### config.mk
export PLATFORM = sky130hd
export DESIGN_NAME = load_writeback_unit_flat
export DESIGN_NICKNAME = d
export VERILOG_FILES = /design/src/rtl/load_writeback_unit_if.sv /design/src/rtl/load_writeback_unit.sv /design/src/flat_wrapper.sv
export SDC_FILE = /design/constraint.sdc
export NUM_CORES = 1
export LEC_CHECK = 0
export BUFFER_PORTS_ARGS = -buffer_cell sky130_fd_sc_hd__clkbuf_2
export CELL_PAD_IN_SITES_DETAIL_PLACEMENT = 2
export CELL_PAD_IN_SITES_GLOBAL_PLACEMENT = 2
export CORE_UTILIZATION = 32
export CTS_BUF_LIST = sky130_fd_sc_hd__clkbuf_8 sky130_fd_sc_hd__clkbuf_16
export CTS_CLUSTER_SIZE = 12
export DETAILED_ROUTE_END_ITERATION = 8
export GPL_TIMING_DRIVEN = 0
export PLACE_DENSITY_LB_ADDON = 0.1
export SYNTH_ARGS = -nofsm -noshare
export SYNTH_HDL_FRONTEND = slang
export SYNTH_SLANG_ARGS = --single-unit
### constraint.sdc
create_clock -name CLK -period 3.84 [get_ports CLK]
set_input_delay 0.192 -clock CLK [delete_from_list [all_inputs] [get_ports CLK]]
set_output_delay 0.192 -clock CLK [all_outputs]
set_load 0.01 [all_outputs]
### src/rtl/load_writeback_unit_if.sv
`default_nettype none
// ============================================================================
// Module      : load_writeback_unit_if
// Description : Load request, data-memory and register-file write signals.
// Revision    : 1.0  initial release
// ============================================================================
interface load_writeback_unit_if;
   logic        Start;
   logic [2:0]  Funct3;
   logic [31:0] Addr;
   logic [4:0]  Rd;
   logic        Busy;
   logic        MemReq;
   logic [31:0] MemAddr;
   logic        MemAck;
   logic [31:0] MemRData;
   logic        RegW;
   logic [4:0]  DR;
   logic [31:0] Reg_In;
   logic        Fault;

   modport master (
      input  Start, Funct3, Addr, Rd, MemAck, MemRData,
      output Busy, MemReq, MemAddr, RegW, DR, Reg_In, Fault
   );

   modport slave (
      output Start, Funct3, Addr, Rd, MemAck, MemRData,
      input  Busy, MemReq, MemAddr, RegW, DR, Reg_In, Fault
   );
endinterface
`default_nettype wire

### src/rtl/load_writeback_unit.sv
`default_nettype none
// ============================================================================
// Module      : load_writeback_unit
// Description : Multi-cycle load: word read via req/ack, lane extract, RF write.
// Revision    : 1.0  initial release
// ============================================================================
module load_writeback_unit #(
   parameter int TIMEOUT = 16,
   parameter int XLEN    = 32
) (
   input  wire logic              CLK,
   input  wire logic              RST_N,
   load_writeback_unit_if.master  bus
);

   generate
      if (XLEN != 32) begin : g_xlen_check
         $error("load_writeback_unit supports XLEN=32 only");
      end
      if (TIMEOUT < 1 || TIMEOUT > 255) begin : g_timeout_check
         $error("load_writeback_unit TIMEOUT must be in 1..255");
      end
   endgenerate

   localparam logic [1:0] c_S_IDLE = 2'd0;
   localparam logic [1:0] c_S_REQ  = 2'd1;
   localparam logic [1:0] c_S_WB   = 2'd2;
   localparam logic [1:0] c_S_FLT  = 2'd3;

   localparam logic [7:0] c_CNT_LAST = 8'(TIMEOUT - 1);

   logic [1:0]  r_state;
   logic [1:0]  r_addr_lo;
   logic [2:0]  r_funct3;
   logic [4:0]  r_rd;
   logic [7:0]  r_cnt;
   logic        r_memreq;
   logic [31:0] r_memaddr;
   logic        r_regw;
   logic [4:0]  r_dr;
   logic [31:0] r_reg_in;
   logic        r_fault;

   logic        w_bad;
   logic [7:0]  w_byte;
   logic [15:0] w_half;
   logic [31:0] w_ext;

   // Misalignment / illegal-code decode on the live request inputs.
   always_comb begin
      w_bad = 1'b0;
      case (bus.Funct3)
         3'b000, 3'b100: w_bad = 1'b0;
         3'b001, 3'b101: w_bad = bus.Addr[0];
         3'b010:         w_bad = (bus.Addr[1:0] != 2'b00);
         default:        w_bad = 1'b1;
      endcase
   end

   always_comb begin
      w_byte = bus.MemRData[7:0];
      case (r_addr_lo)
         2'd0: w_byte = bus.MemRData[7:0];
         2'd1: w_byte = bus.MemRData[15:8];
         2'd2: w_byte = bus.MemRData[23:16];
         2'd3: w_byte = bus.MemRData[31:24];
         default: w_byte = bus.MemRData[7:0];
      endcase
      w_half = r_addr_lo[1] ? bus.MemRData[31:16] : bus.MemRData[15:0];
      case (r_funct3)
         3'b000:  w_ext = {{24{w_byte[7]}}, w_byte};
         3'b100:  w_ext = {24'd0, w_byte};
         3'b001:  w_ext = {{16{w_half[15]}}, w_half};
         3'b101:  w_ext = {16'd0, w_half};
         default: w_ext = bus.MemRData;
      endcase
   end

   always_ff @(posedge CLK or negedge RST_N) begin
      if (!RST_N) begin
         r_state   <= c_S_IDLE;
         r_addr_lo <= 2'd0;
         r_funct3  <= 3'd0;
         r_rd      <= 5'd0;
         r_cnt     <= 8'd0;
         r_memreq  <= 1'b0;
         r_memaddr <= 32'd0;
         r_regw    <= 1'b0;
         r_dr      <= 5'd0;
         r_reg_in  <= 32'd0;
         r_fault   <= 1'b0;
      end else begin
         r_regw  <= 1'b0;
         r_fault <= 1'b0;
         case (r_state)
            c_S_IDLE: begin
               if (bus.Start) begin
                  r_addr_lo <= bus.Addr[1:0];
                  r_funct3  <= bus.Funct3;
                  r_rd      <= bus.Rd;
                  if (w_bad) begin
                     r_state <= c_S_FLT;
                     r_fault <= 1'b1;
                  end else begin
                     r_state   <= c_S_REQ;
                     r_memreq  <= 1'b1;
                     r_memaddr <= {bus.Addr[31:2], 2'b00};
                     r_cnt     <= 8'd0;
                  end
               end
            end
            c_S_REQ: begin
               // An ack on the final allowed cycle wins over the timeout.
               if (bus.MemAck) begin
                  r_reg_in <= w_ext;
                  r_dr     <= r_rd;
                  r_regw   <= (r_rd != 5'd0);
                  r_memreq <= 1'b0;
                  r_state  <= c_S_WB;
               end else if (r_cnt == c_CNT_LAST) begin
                  r_memreq <= 1'b0;
                  r_fault  <= 1'b1;
                  r_state  <= c_S_FLT;
               end else begin
                  r_cnt <= r_cnt + 8'd1;
               end
            end
            c_S_WB:  r_state <= c_S_IDLE;
            c_S_FLT: r_state <= c_S_IDLE;
            default: r_state <= c_S_IDLE;
         endcase
      end
   end

   assign bus.Busy    = (r_state != c_S_IDLE);
   assign bus.MemReq  = r_memreq;
   assign bus.MemAddr = r_memaddr;
   assign bus.RegW    = r_regw;
   assign bus.DR      = r_dr;
   assign bus.Reg_In  = r_reg_in;
   assign bus.Fault   = r_fault;

endmodule
`default_nettype wire

### src/flat_wrapper.sv
// flat-port wrapper written by rule: the top's interface ports become plain ports
module load_writeback_unit_flat 
#(
   parameter int TIMEOUT = 16,
   parameter int XLEN    = 32
)
  (CLK, RST_N, bus_Start, bus_Funct3, bus_Addr, bus_Rd, bus_MemAck, bus_MemRData, bus_Busy, bus_MemReq, bus_MemAddr, bus_RegW, bus_DR, bus_Reg_In, bus_Fault);
  load_writeback_unit_if bus_i ();
  input  wire logic CLK;
  input  wire logic RST_N;
  input wire logic [$bits(bus_i.Start)-1:0] bus_Start;
  input wire logic [$bits(bus_i.Funct3)-1:0] bus_Funct3;
  input wire logic [$bits(bus_i.Addr)-1:0] bus_Addr;
  input wire logic [$bits(bus_i.Rd)-1:0] bus_Rd;
  input wire logic [$bits(bus_i.MemAck)-1:0] bus_MemAck;
  input wire logic [$bits(bus_i.MemRData)-1:0] bus_MemRData;
  output wire logic [$bits(bus_i.Busy)-1:0] bus_Busy;
  output wire logic [$bits(bus_i.MemReq)-1:0] bus_MemReq;
  output wire logic [$bits(bus_i.MemAddr)-1:0] bus_MemAddr;
  output wire logic [$bits(bus_i.RegW)-1:0] bus_RegW;
  output wire logic [$bits(bus_i.DR)-1:0] bus_DR;
  output wire logic [$bits(bus_i.Reg_In)-1:0] bus_Reg_In;
  output wire logic [$bits(bus_i.Fault)-1:0] bus_Fault;
  assign bus_i.Start = bus_Start;
  assign bus_i.Funct3 = bus_Funct3;
  assign bus_i.Addr = bus_Addr;
  assign bus_i.Rd = bus_Rd;
  assign bus_i.MemAck = bus_MemAck;
  assign bus_i.MemRData = bus_MemRData;
  assign bus_Busy = bus_i.Busy;
  assign bus_MemReq = bus_i.MemReq;
  assign bus_MemAddr = bus_i.MemAddr;
  assign bus_RegW = bus_i.RegW;
  assign bus_DR = bus_i.DR;
  assign bus_Reg_In = bus_i.Reg_In;
  assign bus_Fault = bus_i.Fault;
  load_writeback_unit #(.TIMEOUT(TIMEOUT), .XLEN(XLEN)) u_core (.CLK(CLK), .RST_N(RST_N), .bus(bus_i));
endmodule
==> impl_metrics.yaml <==
status:
  outcome: "finished, final reports clean"
cells_and_area:
  drive_above_1_share: 0.414
  fillers: 1384
  multi_input_area_mm2: 0.00170
  antenna_cells: 0
  layout-area-overhead-vs-synth_pct: 32.2
  nets: 617
  ff_latch_area_mm2: 0.00225
  instances_no_fill: 716
  fin_area_mm2: 0.00543
timing:
  tightest_slew_ps: 650
  post-route-min-period_ps: 1860
  clock_skew_ps: 6.37
  worst_slack_ps: 1980
  finalSetupViolCount: 0
  hold_viol: 0
  report.final.slew_viol_count: 0
  fin_crit_sh: 0.485
  slew_headroom: 0.566
  clock.fmax_ghz: 0.537
  rsz0062_at_grt: "no"
  tns_ps: 0
floorplanning:
  dieArea_mm2: 0.0133
  core_mm2: 0.0126
  ios: 149
  placementRows: 41
  die_x_um: 115
  initial_core_util: 0.327
  die_y_um: 115
clock_network:
  ctsRootBufferMaster: "clkbuf_16"
  cts.clk_slew.worst_paths_ps: 60
  cts_hold_buf: 1
  cts-resized-gates: 0
  clk_path_buf_depth: 2
  numCtsBuffers: 9
  cts.sinks: 90
  cts_tree: "done"
  worstSkewPairLatency_ps: 350
  post_cts_buffers: 0
  h-tree-depth: 3
power_and_ir_drop:
  total_power_mw: 4.49
  ir_drop_uv: 351
  power.density_mw_per_mm2: 827
  total_leakage_power_nw: 2.71
setup_path:
  worstPathArrival_ps: 2100
  rr_endpoint: "u_core.r_cnt[6]"
  r2r_setup_slack_ps: 1980
  crit_path_end_kind: "register"
  rr_worst_depth: 6
  setup.worst_path.start_class: "register"
  crit_required_ps: 4070
  rr_startpoint: "u_core.r_cnt[0]"
  critPathKind: "register to register"
  crit_fanout: 7
yosys:
  synth-edff-count: 0
  synth_flop_cell: "dfrtp_1"
  synth_area_per_cell_um2: 10.8
  synth_area_leaders: "dfrtp_1, mux2_2, nand3_1, nand2_1, a21oi_1"
  ys_seq_area_frac: 0.548
  synth_seq_cells: 90
  yosysTopAreaCellShare: 0.548
  synth-async-reset-ratio: 1.00
  synth_warnings: 0
  synthesis.instances: 380
  synth_cell_types: 48
  yosys.area.top_type: "dfrtp_1"
  netlist_area_mm2: 0.00411
routing:
  drc: 0
  routed_wirelength_mm: 12.8
  wl_per_cell_um: 17.8
  vias_per_cell: 4.99
  ant_nets: 0
  drt_iter0_markers: 89
  firstDrtPassIters: 4
  vias: 3574
grt:
  grt_max_degree: 63
  antenna_found_initial: 0
  grt_overflow_total: 0
  grt_pass1_vias: 3922
  grt_pass1_wl_mm: 20.0
  grt_use_total: 0.202
placement:
  gp_congestion: 0.766
  dpl_cell_area_mm2: 0.00509
  placedCellCount: 700
  hpwl_mm: 9.66
  pre_cts_ws_ps: 1960
  numPortBuffers: 146
worst_hold_path:
  min_path_cells: 2
  hold_start: "bus_Addr[16]"
  hold_class: "input port to register"
  hold-path-endpoint: "u_core.bus.MemAddr[16]"
flow_run:
  cap_violations: 0
==> final cells by class <==
cell class | count | area share
inverter | 3 | 0.00207
clock buffer | 9 | 0.0415
sequential | 90 | 0.415
timing repair buffer | 148 | 0.142
multi-input combinational | 262 | 0.313
buffer | 26 | 0.0272
clock inverter | 6 | 0.0198
tap | 172 | 0.0396
==> layout by cell type (no fill, tap or decap), types with 2 or more instances in the layout <==
cell / Yosys / routed
dfrtp_1: 90 / 90
o21ai_0: 10 / 10
o211ai_1: 7 / 7
nor3_1: 4 / 4
and3_1: 4 / 4
a22oi_1: 7 / 7
mux2i_1: 8 / 8
nand2_1: 45 / 45
or2_2: 2 / 2
a21o_1: 2 / 2
nor2_1: 23 / 23
conb_1: 1 / 2
buf_4: 3 / 3
a22o_1: 9 / 9
or2b_1: 2 / 2
nor2b_1: 3 / 3
and2_1: 2 / 2
mux2_2: 39 / 39
buf_2: 7 / 7
a211o_1: 2 / 2
bufinv_16: 0 / 3
clkbuf_2: 0 / 145
nand2b_1: 2 / 2
inv_1: 2 / 3
buf_6: 4 / 4
a21oi_1: 32 / 32
clkbuf_1: 12 / 12
nand3_1: 35 / 35
nand3b_1: 2 / 2
clkbuf_16: 0 / 9
==> state kept, by name (all words and copies together), names as in the netlist, 2 cells and up <==
| name | cells |
|---|---|
| u_core.bus.DR | 5 |
| u_core.bus.MemAddr | 30 |
| u_core.bus.Reg_In | 32 |
| u_core.r_addr_lo | 2 |
| u_core.r_cnt | 8 |
| u_core.r_funct3 | 3 |
| u_core.r_rd | 5 |
| u_core.r_state | 2 |
==> worst max-delay path by stage <==
stage,startpoint,to,slack (ps),cells after the start
floorplan,u_core.r_cnt[0],u_core.r_cnt[6],2160,6
global placement,RST_N,u_core.bus.MemAddr[11],1420,1
detailed placement,u_core.r_cnt[0],u_core.r_cnt[6],1960,6
CTS,u_core.r_cnt[0],u_core.r_cnt[6],1960,6
global route,u_core.r_addr_lo[1],u_core.bus.Reg_In[7],1850,5
finish,u_core.r_cnt[0],u_core.r_cnt[6],1980,6
==> cell families (layout without fill, tap and decap cells) <==
logic type                 Yosys count  count (layout)  share of synthesized area
AOI/OAI and AO/OA                   81              81                      0.130
adders and majority gates            1               1                    0.00304
buffers and inverters               29             192                     0.0387
DFF                                 90              90                      0.548
muxes                               47              47                      0.126
other                                1               2                   0.000912
and+or+nand+nor                    131             131                      0.153
==> synth_stat cells, types with 2 or more instances <==
master,number
nor2b_1,3
nand3_1,35
nand2b_1,2
a21o_1,2
o21ai_0,10
a21oi_1,32
buf_4,3
or2_2,2
or2b_1,2
buf_2,7
nand2_1,45
nor2_1,23
nor3_1,4
dfrtp_1,90
buf_6,4
and2_1,2
nand3b_1,2
a22oi_1,7
a211o_1,2
mux2i_1,8
clkbuf_1,12
inv_1,2
o211ai_1,7
and3_1,4
a22o_1,9
mux2_2,39
==> stage by stage <==
stage | util | hold WS, ps
after global routing | 0.432 | 67.0
after global placement | 0.403 | 424
after floorplan | - | -104
after CTS | 0.432 | 62.9
final | 0.432 | 72.3
after detailed placement | 0.405 | 191
==> per-layer routing <==
| layer | routed length, um | track usage | up-vias |
|---|---|---|---|
| met5 | 0 | 0 | - |
| met1 | 5110 | 0.227 | 1770 |
| met3 | 855 | 0.0601 | 19 |
| met4 | 274 | 0.0866 | 0 |
| met2 | 6520 | 0.354 | 117 |
| li1 | - | - | 1668 |
==> worst max-delay path, cell delays in order, from the launching register on <==
cell      delay (ps)
dfrtp_1          410
ha_1             240
and3_1           180
clkbuf_1         180
a21o_1           250
and2_4           200
a211o_1          290
==> power breakdown <==
| part | total [mW] | switching (mW) | internal (mW) |
|---|---|---|---|
| registers | 1.65 | 0.265 | 1.39 |
| clock network | 1.01 | 0.376 | 0.630 |
| logic | 1.84 | 1.03 | 0.810 |
| total | 4.49 | 1.67 | 2.83 |
No activity file was read; power rests on OpenSTA's default activity.
